`config.mk`:
```
export PLATFORM = sky130hd
export DESIGN_NAME = estagio_busca
export DESIGN_NICKNAME = d
export VERILOG_FILES = /design/src/rtl/pipeline_pkg.sv /design/src/rtl/if_id_reg.sv /design/src/rtl/estagio_busca.sv
export SDC_FILE = /design/constraint.sdc
export NUM_CORES = 1
export LEC_CHECK = 0
export ABC_CLOCK_PERIOD_IN_PS = 3900
export CELL_PAD_IN_SITES_DETAIL_PLACEMENT = 1
export CELL_PAD_IN_SITES_GLOBAL_PLACEMENT = 1
export CORE_MARGIN = 2
export CORE_UTILIZATION = 38
export DETAILED_ROUTE_END_ITERATION = 8
export GPL_TIMING_DRIVEN = 0
export MAX_ROUTING_LAYER = met4
export PLACE_DENSITY_LB_ADDON = 0.2
export SYNTH_ARGS = -nofsm -noshare
export SYNTH_HDL_FRONTEND = slang
export SYNTH_SLANG_ARGS = --single-unit
```
`constraint.sdc`:
```
create_clock -name clk -period 3.9 [get_ports clk]
set_clock_uncertainty 0.15 [all_clocks]
set_input_delay 0.39 -clock clk [delete_from_list [all_inputs] [get_ports clk]]
set_output_delay 0.39 -clock clk [all_outputs]
set_load 0.005 [all_outputs]
```
`src/rtl/pipeline_pkg.sv`:
```
// pipeline_pkg: shared fetch-stage state encoding, NOP word and instruction field positions
package pipeline_pkg;
  typedef enum logic [1:0] {IDLE, FETCH, BUF} fetch_state_t;
  localparam logic [31:0] NOP_INSTR = 32'h0;
  localparam logic [31:0] PC_INC_DEF = 32'd4;
  localparam int RS_MSB = 25;
  localparam int RS_LSB = 21;
  localparam int RT_MSB = 20;
  localparam int RT_LSB = 16;
  localparam int RD_MSB = 15;
  localparam int RD_LSB = 11;
  localparam int IMM_MSB = 15;
  localparam int IMM_LSB = 0;
endpackage

```
`src/rtl/if_id_reg.sv`:
```
// if_id_reg: pipeline register with flush > stall > load priority; a non-valid load is a bubble
module if_id_reg
  import pipeline_pkg::*;
(
  input  logic        clk,
  input  logic        rst,
  input  logic        flush,
  input  logic        stall,
  input  logic        ld_valid,
  input  logic [31:0] ld_instr,
  input  logic [31:0] ld_pc,
  input  logic [31:0] ld_pc4,
  output logic        valid,
  output logic [31:0] instr,
  output logic [31:0] pc,
  output logic [31:0] pc4
);
  // bubbles clear valid/instr but keep pc/pc4 from the last real instruction
  always_ff @(posedge clk or negedge rst) begin
    if (!rst) begin
      valid <= 1'b0;
      instr <= NOP_INSTR;
      pc    <= '0;
      pc4   <= '0;
    end else if (flush) begin
      valid <= 1'b0;
      instr <= NOP_INSTR;
    end else if (!stall) begin
      valid <= ld_valid;
      instr <= ld_valid ? ld_instr : NOP_INSTR;
      if (ld_valid) begin
        pc  <= ld_pc;
        pc4 <= ld_pc4;
      end
    end
  end
endmodule

```
`src/rtl/estagio_busca.sv`:
```
// estagio_busca: instruction fetch stage with PC, one-entry skid buffer, branch redirect and IF/ID register
module estagio_busca
  import pipeline_pkg::*;
#(
  parameter logic [31:0] PC_RESET = 32'h0000_0000,
  parameter logic [31:0] PC_INC   = PC_INC_DEF
) (
  input  logic        clk,
  input  logic        rst,
  input  logic        stall,
  input  logic        flush,
  input  logic        branch_taken,
  input  logic [31:0] branch_target,
  output logic        imem_req,
  output logic [31:0] imem_addr,
  input  logic        imem_ready,
  input  logic [31:0] imem_rdata,
  output logic        if_id_valid,
  output logic [31:0] if_id_instr,
  output logic [31:0] if_id_pc,
  output logic [31:0] if_id_pc4,
  output logic [4:0]  if_id_rs,
  output logic [4:0]  if_id_rt,
  output logic [4:0]  if_id_rd,
  output logic [15:0] if_id_imm
);
  fetch_state_t state, state_nxt;
  logic [31:0] pc, pc_nxt, skid_instr, skid_pc, ld_instr, ld_pc;
  logic accept, ld_valid, unused_target_bits;
  assign unused_target_bits = ^branch_target[1:0];
  // next state, next pc and the word offered to IF/ID; a branch discards whatever was fetched or buffered
  always_comb begin
    imem_req  = state == FETCH;
    accept    = imem_req & imem_ready;
    ld_valid  = !branch_taken && (state == FETCH ? accept : state == BUF);
    ld_instr  = state == BUF ? skid_instr : imem_rdata;
    ld_pc     = state == BUF ? skid_pc : pc;
    state_nxt = branch_taken ? FETCH :
                state == IDLE ? FETCH :
                state == FETCH ? ((accept && stall) ? BUF : FETCH) :
                (stall ? BUF : FETCH);
    pc_nxt    = branch_taken ? {branch_target[31:2], 2'b00} :
                (ld_valid && !stall) ? pc + PC_INC : pc;
  end
  // state, pc and skid buffer registers
  always_ff @(posedge clk or negedge rst) begin
    if (!rst) begin
      state      <= IDLE;
      pc         <= PC_RESET;
      skid_instr <= NOP_INSTR;
      skid_pc    <= '0;
    end else begin
      state <= state_nxt;
      pc    <= pc_nxt;
      if (accept && stall && !branch_taken) begin
        skid_instr <= imem_rdata;
        skid_pc    <= pc;
      end
    end
  end
  assign imem_addr = pc;
  if_id_reg u_if_id (
    .clk      (clk),
    .rst      (rst),
    .flush    (flush),
    .stall    (stall),
    .ld_valid (ld_valid),
    .ld_instr (ld_instr),
    .ld_pc    (ld_pc),
    .ld_pc4   (ld_pc + PC_INC),
    .valid    (if_id_valid),
    .instr    (if_id_instr),
    .pc       (if_id_pc),
    .pc4      (if_id_pc4)
  );
  assign if_id_rs  = if_id_instr[RS_MSB:RS_LSB];
  assign if_id_rt  = if_id_instr[RT_MSB:RT_LSB];
  assign if_id_rd  = if_id_instr[RD_MSB:RD_LSB];
  assign if_id_imm = if_id_instr[IMM_MSB:IMM_LSB];
endmodule

```
==> summary.md <==
| Metric | Value |
|---|---|
| Min-Delay Path Class | `flip-flop to flip-flop` |
| Crit. End Element | `flip-flop` |
| Chip Width | `around 160 um` |
| Vias in the first global route | `7965` |
| Metal-1 WL | `approximately 13 mm` |
| R2R cell count | `15` |
| Gr ovfl total | `0` |
| Peak supply drop | `roughly 0.00022 V` |
| Drt pass-1 iters | `4` |
| Critical path arrival | `3.66 ns` |
| Fmax achieved | `around 0.28 GHz` |
| Die area | `0.02562 mm2` |
| Root Buffer | `clkbuf_16` |
| YS warnings | `0` |
| Worst-path clk slew | `around 0.07 ns` |
| Vias/cell | `5.034` |
| CP max FO | `19` |
| Largest family of logic cells by synthesized area | `multiplexers` |
| R2R Setup Slk | `0.37 ns` |
| XOR/XNOR Fraction of Synth Area | `4.731%` |
| Nets | `1222` |
| # clock sinks | `187` |
| Initial Util | `38.40%` |
| Endpoints failing hold | `0` |
| #FFs+latches synth | `187` |
| Leak pwr | `0.005404 uW` |
| Final cell utilization of the core | `a little over half` |
| Worst r2r src | `state[0]$_DFF_PN0_` |
| Asr flop ratio synth | `100.0%` |
| Post-synthesis sequential area ratio | `50.55%` |
| Critical Path Start Type | `flip-flop` |
| Met3 wire len | `roughly 1.1 mm` |
| RR Endpoint | `u_if_id.pc4[18]$_DFFE_PN0P_` |
| Top Metal Used | `met4` |
| Gr usage total | `23.72%` |
| Post-Syn Area | `0.009256 mm2` |
| I/O pin count | `approximately 230` |
| Non-Filler Instances | `around 1.5k` |
| Port-buffer cells | `222` |
| Dpl cells | `1453` |
| Row cnt | `57` |
| DR WL/cell | `19.20 um` |
| Fraction of layout cells with a size suffix above 1 | `13.68%` |
| Worst setup startpoint | `state[0]$_DFF_PN0_` |
| Core area | `0.02411 mm2` |
| CTS tree | `done` |
| Total Wirelength | `28.57 mm` |
| Cts bufs inserted | `17` |
| DRC viols | `0` |
| Setup ws final | `approximately 0.37 ns` |
| Critical path type | `flip-flop to flip-flop` |
| Largest net degree at the start of global routing | `103` |
| Min Tclk post-route | `3.534 ns` |
| Worst-Skew Late Latency | `0.43 ns` |
| Clock buffer depth | `2` |
| Final worst-path cycle share | `90.62%` |
| Place WS | `-0.8491 ns` |
| Layout Area Growth over Synthesis | `35.83%` |
| Number of flops mapped to enable cells by yosys | `0` |
| Synth Area in Simple Gates | `14.18%` |
| CTS H-tree depth | `4` |
| Die Y | `160.1 um` |
| RD Place Congestion | `0.8329` |
| Dpl hpwl | `21.30 mm` |
| RSZ-0062 raised after global routing | `false` |
| Crit path required time | `approximately 4.0 ns` |
| Main flop type after synthesis | `dfrtp_1` |
| Distinct cells, synth | `51` |
| Routed length on met2 | `14.01 mm` |
| Via Count | `7490` |
| Finish-stage setup viols | `0` |
| Final Max Slew Viols | `0` |
| Slew @ Worst Pin | `about 1 ns` |
| Worst Setup EP | `u_if_id.pc4[18]$_DFFE_PN0P_` |
| Status | `finished, final reports clean` |
| Synthesized-area fraction occupied by adder cells | `0.2703%` |
| Mapped Cells | `901` |
| Synth Area in Compound Gates | `8.218%` |
| Max Cap Viol | `0` |
| Power, Total | `5448 uW` |
| Initial antenna violation count | `2` |
| Rel. slew slack | `32.33%` |
| Pwr Density | `433.3 mW/mm2` |
| FILL cells | `around 2.8k` |
| Iteration-0 DRC Markers | `336` |
| Post-synthesis area per instance | `10.27 um2` |
| Mux cell area share after synthesis | `16.48%` |
| First-pass GRT wire length | `45.84 mm` |
| Routed Antenna Nets | `0` |
[worst max-delay path, stage by stage, from the launching register on]
cell	delay (ns)
dfrtp_1	0.40
nand2b_1	0.12
buf_2	0.26
buf_4	0.37
clkbuf_4	0.33
nand2_1	0.08
nand2_1	0.11
ha_1	0.24
nand2_1	0.09
mux2i_2	0.28
nand4_1	0.12
buf_4	0.20
buf_4	0.17
nor3b_1	0.22
xor2_1	0.16
o21ai_0	0.09
[area by class of cell]
type                    instances  area, um2  area share, %
diodes                          2      5.005        0.03980
inverters                       5      18.77         0.1493
plain buffers                  87      493.0          3.921
clock buffers                  20      446.7          3.553
clock inverters                11      135.1          1.075
well taps                     324      405.4          3.224
flip-flops and latches        187       4679          37.22
repair buffers                227       2287          18.19
multi-input cells             625       4103          32.63
[Yosys cell counts, types with 5 or more instances]
| cell type | count | area share [%] |
|---|---|---|
| buf_2 | 12 | 0.65 |
| clkbuf_1 | 36 | 1.5 |
| and3_1 | 6 | 0.41 |
| nor3_1 | 14 | 0.76 |
| mux2_2 | 64 | 7.8 |
| nand2_1 | 180 | 7.3 |
| a21o_1 | 5 | 0.41 |
| or3_1 | 9 | 0.61 |
| nand4_1 | 9 | 0.61 |
| o21ai_0 | 109 | 5.9 |
| xnor2_1 | 23 | 2.2 |
| xor2_1 | 27 | 2.6 |
| a21oi_1 | 6 | 0.32 |
| mux2i_1 | 73 | 7.9 |
| buf_4 | 38 | 3.1 |
| nand2b_1 | 5 | 0.34 |
| nor4_1 | 6 | 0.41 |
| inv_1 | 5 | 0.20 |
| nand3_1 | 20 | 1.1 |
| nor2_1 | 27 | 1.1 |
| dfrtp_1 | 187 | 51 |
[cells by family (layout without fill, tap and decap cells)]
group | count (synthesis) | in the layout
simple gates | 291 | 291
flops | 187 | 187
mux | 141 | 141
compound gates | 135 | 135
buf+inv | 94 | 350
xor+xnor | 50 | 50
fa+ha+maj | 2 | 2
other cells | 1 | 8
[report_power, final]
| part | internal (uW) | switching, uW |
|---|---|---|
| clock network | 970 | 786 |
| registers | 2280 | 276 |
| logic | 678 | 456 |
[per-layer routing]
layer | GRT usage, % | vias to the layer above
li1 | - | 3544
met1 | 30.66 | 3742
met2 | 39.30 | 179
met3 | 3.844 | 25
met4 | 5.610 | 0
met5 | - | -
[sequential cells by signal (all words and copies together) (netlist names)]
signal,flops
u_if_id.valid,1
u_if_id.pc,30
skid_pc,30
u_if_id.instr,32
imem_addr,30
u_if_id.pc4,30
state,2
skid_instr,32
[metrics by stage]
step	cell area (um2)	hold slack (ns)	setup TNS (ns)
2_1_floorplan	9275	-0.05559	0
3_3_place_gp	11900	0.3084	-1099.46
3_5_place_dp	11940	0.2903	-4.504
4_1_cts	12560	0.3315	0
5_1_grt	12570	0.3473	0
6_report	12570	0.3258	0
[repair_timing]
| item | CTS | global route |
|---|---|---|
| gates resized for setup | 3 | 4 |
| hold endpoints to repair | 85 | 0 |
| pin swaps | 1 | 0 |
| buffers inserted | 3 | 0 |
| hold buffers | 1 | 0 |
| setup endpoints to repair | 11 | 9 |
[layout by cell type (no fill, tap or decap), types with 27 or more instances in the layout]
cell / count
buf_4: 43
clkbuf_1: 38
clkdlybuf4s50_1: 221
dfrtp_1: 187
mux2_2: 64
mux2i_1: 72
nand2_1: 180
nor2_1: 27
o21ai_0: 109
xor2_1: 27
[worst min path at each step]
stage	from	endpoint	slack (ns)	cells past startpoint
6_report	u_if_id.valid$_DFFE_PN0P_	u_if_id.valid$_DFFE_PN0P_	0.33	2
5_1_grt	u_if_id.pc[25]$_DFFE_PN0P_	u_if_id.pc[25]$_DFFE_PN0P_	0.35	1
4_1_cts	u_if_id.pc4[3]$_DFFE_PN0P_	u_if_id.pc4[3]$_DFFE_PN0P_	0.33	2
3_5_place_dp	rst	u_if_id.instr[14]$_DFFE_PN0P_	0.29	1
3_3_place_gp	u_if_id.pc4[3]$_DFFE_PN0P_	u_if_id.pc4[3]$_DFFE_PN0P_	0.31	2
2_1_floorplan	rst	imem_addr[10]$_DFFE_PN0P_	-0.06	0
Power figures use the tool's default switching activity.
==> RTL edit 1, RTL diff (same flow settings) <==
Re-encode `fetch_state_t` (3 states) as one-hot, 3 bits wide.
--- a/src/rtl/pipeline_pkg.sv
+++ b/src/rtl/pipeline_pkg.sv
@@ -2,3 +2,3 @@
 package pipeline_pkg;
-  typedef enum logic [1:0] {IDLE, FETCH, BUF} fetch_state_t;
+  typedef enum logic [2:0] {IDLE = 3'b001, FETCH = 3'b010, BUF = 3'b100} fetch_state_t;
   localparam logic [31:0] NOP_INSTR = 32'h0;
Behaviour: same outputs for any inputs over 4 cycles, from zero or initial values and one cycle with rst low; so few cycles prove little.
==> RTL edit 1 against the unedited design <==
Sequential cell count rose by 1; worst setup slack got worse by 0.21 ns; power rose by 2.0%; sequential share of layout area fell by 0.70 points; die area rose by 3.4%; routed wire length rose by 10%; synthesized area rose by 3.5%; cell area rose by 2.5%; critical path type unchanged.
==> RTL edit 1: results (changes against the unedited design) <==
| Metric | Value |
|---|---|
| Outcome | `finished, final reports clean (unchanged)` |
| Total iterations of the first detailed-routing run | `7 (was 4)` |
| Hold Path Origin | `u_if_id.pc4[2] (was u_if_id.valid)` |
| Hold Path End | `u_if_id.pc4[2] (was u_if_id.valid)` |
| # diodes | `0 (was 2)` |
| Vias post-DR | `8,474 (was 7,490)` |
| Worst-path fanout max | `10 (was 19)` |
| Pwr Density | `431 nW/µm² (was 433 nW/µm²)` |
| Peak VDD IR | `0.000304 V (was 0.000225 V)` |
| First-pass GRT wire length | `49.8 mm (was 45.8 mm)` |
| Setup crit end | `u_if_id.pc4[28] (was u_if_id.pc4[18])` |
| Total routed wirelength | `31.5 mm (was 28.6 mm)` |
| Critical Path Max Stage Delay | `0.46 ns (was 0.40 ns)` |
| Relative max-transition margin | `24.8% (was 32.3%)` |
| DPL Wire Length | `23.3 mm (was 21.3 mm)` |
| Clk buf depth | `2 (unchanged)` |
| Comb power frac | `22.6% (was 20.8%)` |
| P_leak | `5.63 nW (was 5.40 nW)` |
| Post-cts sizing count | `9 (was 3)` |
| Final-layout fill cell count | `2,792 (was 2,755)` |
| GRT Util Overall | `25.0% (was 23.7%)` |
| Worst flop-to-flop path startpoint | `state[1] (was state[0])` |
| Seq/Total Area, Yosys | `49.1% (was 50.6%)` |
| RD Place Congestion | `0.907 (was 0.833)` |
| F_max | `0.267 GHz (was 0.283 GHz)` |
| DRT iter0 DRCs | `431 (was 336)` |
| Top post-synthesis cells by count | `dfrtp_1, nand2_1, o21ai_0 (unchanged)` |
| Post-synthesis mux area share | `12.9% (was 16.5%)` |
| Asr flop ratio synth | `100% (unchanged)` |
| Avg WL per Cell | `20.2 µm (was 19.2 µm)` |
| Compound-gate portion of the synthesized area | `12.9% (was 8.22%)` |
| Dpl cell area | `12,300 µm² (was 11,900 µm²)` |
| Cells after synthesis | `965 (was 901)` |
| Initial antenna violation count | `0 (was 2)` |
| Post-Place Cells | `1,523 (was 1,453)` |
| Arrival time worst endpoint | `3.94 ns (was 3.66 ns)` |
| Synth Area in Adders | `0.261% (was 0.270%)` |
| Vias in the first global route | `8,671 (was 7,965)` |
| Hold slack | `0.327 ns (was 0.326 ns)` |
| Largest net degree at the start of global routing | `116 (was 103)` |
| Met3 Usage GRT | `3.62% (was 3.84%)` |
| Reg2reg path depth | `13 (was 15)` |
| Yosys cell types | `58 (was 51)` |
| Nets | `1,286 (was 1,222)` |
| Layout cells sized above 1 | `13.5% (was 13.7%)` |
| PortBufs | `221 (was 222)` |
| Top cells by area, synth | `dfrtp_1, mux2_2, nand2_1 (was dfrtp_1, mux2i_1, mux2_2)` |
| GR Util met2 | `39.5% (was 39.3%)` |
| Internal Power | `3.87 mW (was 3.93 mW)` |
| Pre-CTS worst setup slack | `-0.466 ns (was -0.849 ns)` |
| Post-CTS Setup Inserts | `2 (was 3)` |
| FF-to-FF setup slack | `0.16 ns (was 0.37 ns)` |
| Met1 Track Usage GR | `33.9% (was 30.7%)` |
| Post-synthesis xor/xnor area fraction | `1.46% (was 4.73%)` |
==> RTL edit 1: cells by family after synthesis <==
kind of cell | after synthesis
simple gates | 333
buf+inv | 117
other cells | 1
compound gates | 192
mux | 116
flops | 188
fa+ha+maj | 2
xor+xnor | 16
==> RTL edit 1: layout make-up <==
| class | count | area (µm²) | area share [%] |
|---|---|---|---|
| buffer | 107 | 604 | 4.69 |
| clock buffer | 17 | 425 | 3.30 |
| clock inverter | 14 | 136 | 1.06 |
| inverter | 9 | 33.8 | 0.262 |
| multi-input combinational | 666 | 4300 | 33.4 |
| sequential | 188 | 4710 | 36.5 |
| tap | 330 | 413 | 3.20 |
| timing repair buffer | 225 | 2270 | 17.6 |
==> RTL edit 1: worst min-delay path, cell delays in order, from the launching register on <==
cell     delay [ns]
dfrtp_1        0.34
nand2_1        0.05
nand2_1        0.05
==> RTL edit 1: routing by layer <==
layer	wire, µm	vias up
li1	-	3935
met1	14600	4216
met2	14800	290
met3	1640	33
met4	494	0
met5	0	-
==> RTL edit 2, RTL diff (config.mk and constraints unchanged) <==
Without the edit above. Reset style: synchronous (`rst`), changed in 2 clocked blocks.
--- a/src/rtl/if_id_reg.sv
+++ b/src/rtl/if_id_reg.sv
@@ -18,3 +18,3 @@
   // bubbles clear valid/instr but keep pc/pc4 from the last real instruction
-  always_ff @(posedge clk or negedge rst) begin
+  always_ff @(posedge clk) begin
     if (!rst) begin
--- a/src/rtl/estagio_busca.sv
+++ b/src/rtl/estagio_busca.sv
@@ -45,3 +45,3 @@
   // state, pc and skid buffer registers
-  always_ff @(posedge clk or negedge rst) begin
+  always_ff @(posedge clk) begin
     if (!rst) begin
Function: differs if rst is asserted again (counterexample within 4 cycles, from zero or initial values and one cycle with rst low); with rst held inactive, the same outputs for 4 cycles.
==> RTL edit 2 against the unedited design <==
Synthesized cell count up 29%; sequential cell count unchanged; synthesized area down 2.5%; die area down 2.4%; cell area down 2.1%; global-route usage up 3.3 points; routed wire length up 16%; worst setup slack worse by 0.12 ns; cell count up 17%; largest cell class is now multi-input gates.
Power is not compared: it rests on default switching activity, and its combinational part moved more than twofold at a synthesized area within 25%.
==> RTL edit 2: results (changes against the unedited design) <==
| Metric | Value |
|---|---|
| GRT Util Overall | `27.0% (was 23.7%)` |
| # diodes | `0 (was 2)` |
| Fin cells | `1,742 (was 1,488)` |
| DPL Wire Length | `24.9 mm (was 21.3 mm)` |
| Final-layout fill cell count | `2,894 (was 2,755)` |
| Worst-path fanout max | `10 (was 19)` |
| Post-CTS Setup Inserts | `0 (was 3)` |
| Worst-Skew Late Latency | `0.45 ns (was 0.43 ns)` |
| Layout cells sized above 1 | `8.29% (was 13.7%)` |
| Largest net degree at the start of global routing | `29 (was 103)` |
| Syn avg cell area | `7.74 µm² (was 10.3 µm²)` |
| P_leak | `4.33 nW` |
| Synth Flop Type | `dfxtp_1 (was dfrtp_1)` |
| Sw Share | `25.7%` |
| Arrival time worst endpoint | `3.84 ns (was 3.66 ns)` |
| Nets | `1,482 (was 1,222)` |
| Total routed wirelength | `33.1 mm (was 28.6 mm)` |
| Relative max-transition margin | `38.8% (was 32.3%)` |
| Vias in the first global route | `9,268 (was 7,965)` |
| Dpl cell area | `11,700 µm² (was 11,900 µm²)` |
| Pre-CTS worst setup slack | `-0.612 ns (was -0.849 ns)` |
| Top cells by area, synth | `dfxtp_1, nand2_1, a21oi_1 (was dfrtp_1, mux2i_1, mux2_2)` |
| Post-synth EDFFs | `0 (unchanged)` |
| CTS clock-pin slew for the worst setup and hold paths | `0.07 ns (about the same)` |
| First-pass GRT wire length | `50.5 mm (was 45.8 mm)` |
| Yosys cell types | `64 (was 51)` |
| Clk buf depth | `2 (unchanged)` |
| Vias per Instance | `5.33 (was 5.03)` |
| Outcome | `finished, final reports clean (unchanged)` |
| Seq/Total Area, Yosys | `41.5% (was 50.6%)` |
| Top post-synthesis cells by count | `nand2_1, dfxtp_1, a21oi_1 (was dfrtp_1, nand2_1, o21ai_0)` |
| Initial antenna violation count | `0 (was 2)` |
| Hold Crit Class | `flop to flop (unchanged)` |
| Asr flop ratio synth | `0% (was 100%)` |
| CTS Buf Count | `17 (unchanged)` |
| DRT iter0 DRCs | `552 (was 336)` |
| RD Place Congestion | `0.900 (was 0.833)` |
RTL edit 2: changes by cell type after synthesis, moves of 61 or more:
| cell | before | now |
|---|---|---|
| nor2_1 | 27 | 97 |
| dfxtp_1 | 0 | 187 |
| nand2_1 | 180 | 269 |
| a21oi_1 | 6 | 171 |
| mux2_2 | 64 | 3 |
| o21ai_0 | 109 | 33 |
| dfrtp_1 | 187 | 0 |
RTL edit 2: layout make-up:
type	count	area (µm²)	area share, %
Buffer	120	669	5.44
Clock buffer	19	433	3.52
Clock inverter	13	189	1.54
Inverter	9	33.8	0.275
Multi-Input combinational cell	853	4610	37.5
Sequential cell	187	3740	30.4
Tap cell	319	399	3.24
Timing Repair Buffer	222	2220	18.1
RTL edit 2: per-stage QoR:
stage / power, mW / utilization (%)
2_1_floorplan: 2.25 / -
3_3_place_gp: 2.50 / 49.9
3_5_place_dp: 2.51 / 49.9
4_1_cts: 4.37 / 52.5
5_1_grt: 4.49 / 52.6
6_report: 4.37 / 52.6
RTL edit 2: timing repair:
item,CTS,global route
hold endpoints to repair,0,0
hold buffers,0,0
gates resized for setup,1,4
setup endpoints to repair,11,9
RTL edit 2: layer usage:
metal  wire [µm]  share of wire, %  GRT usage (%)
met3        2000               6.0           3.37
met2       14900                45           41.6
met5           0                 0              -
met1       15500                47           37.1
met4         667               2.0           8.11
RTL edit 2: final timing paths:
| check | slack (ns) | from | cells after the start | endpoint |
|---|---|---|---|---|
| hold / removal | 0.30 | u_if_id.pc4[5] | 2 | u_if_id.pc4[5] |
| setup / recovery | 0.24 | state[1] | 15 | u_if_id.pc4[28] |
| setup reg to reg | 0.24 | state[1] | 15 | u_if_id.pc4[28] |
| hold reg to reg | 0.30 | u_if_id.pc4[5] | 2 | u_if_id.pc4[5] |
RTL edit 2: cells by family after synthesis:
| family | Yosys count | share of synthesized area [%] |
|---|---|---|
| other | 1 | 0.0415 |
| and+or+nand+nor | 500 | 25.0 |
| adders and majority gates | 2 | 0.277 |
| xor gates and xnor gates | 35 | 3.40 |
| muxes | 43 | 4.96 |
| buffers and inverters | 131 | 7.89 |
| DFF | 187 | 41.5 |
| AOI/OAI and AO/OA | 267 | 17.0 |
RTL edit 2: critical path, cell delays in order, from the launching register on:
cell and delay [ns]:
dfxtp_2 0.43, nor2b_1 0.18, buf_6 0.17, buf_6 0.18, buf_6 0.18, buf_6 0.16
buf_4 0.22, nand2_1 0.09, nand2_1 0.10, ha_1 0.25, nand2_1 0.09, mux2i_2 0.33
nand4_4 0.25, nor2_4 0.29, a31oi_1 0.10, or3_1 0.35
RTL edit 2: power by group through the flow:
stage,sequential [mW],combinational (mW),clock (mW)
global placement,2.05,0.450,0
finish,2.01,0.465,1.89
global route,2.02,0.504,1.96
detailed placement,2.06,0.458,0
floorplan,2.04,0.213,0
CTS,2.01,0.462,1.90
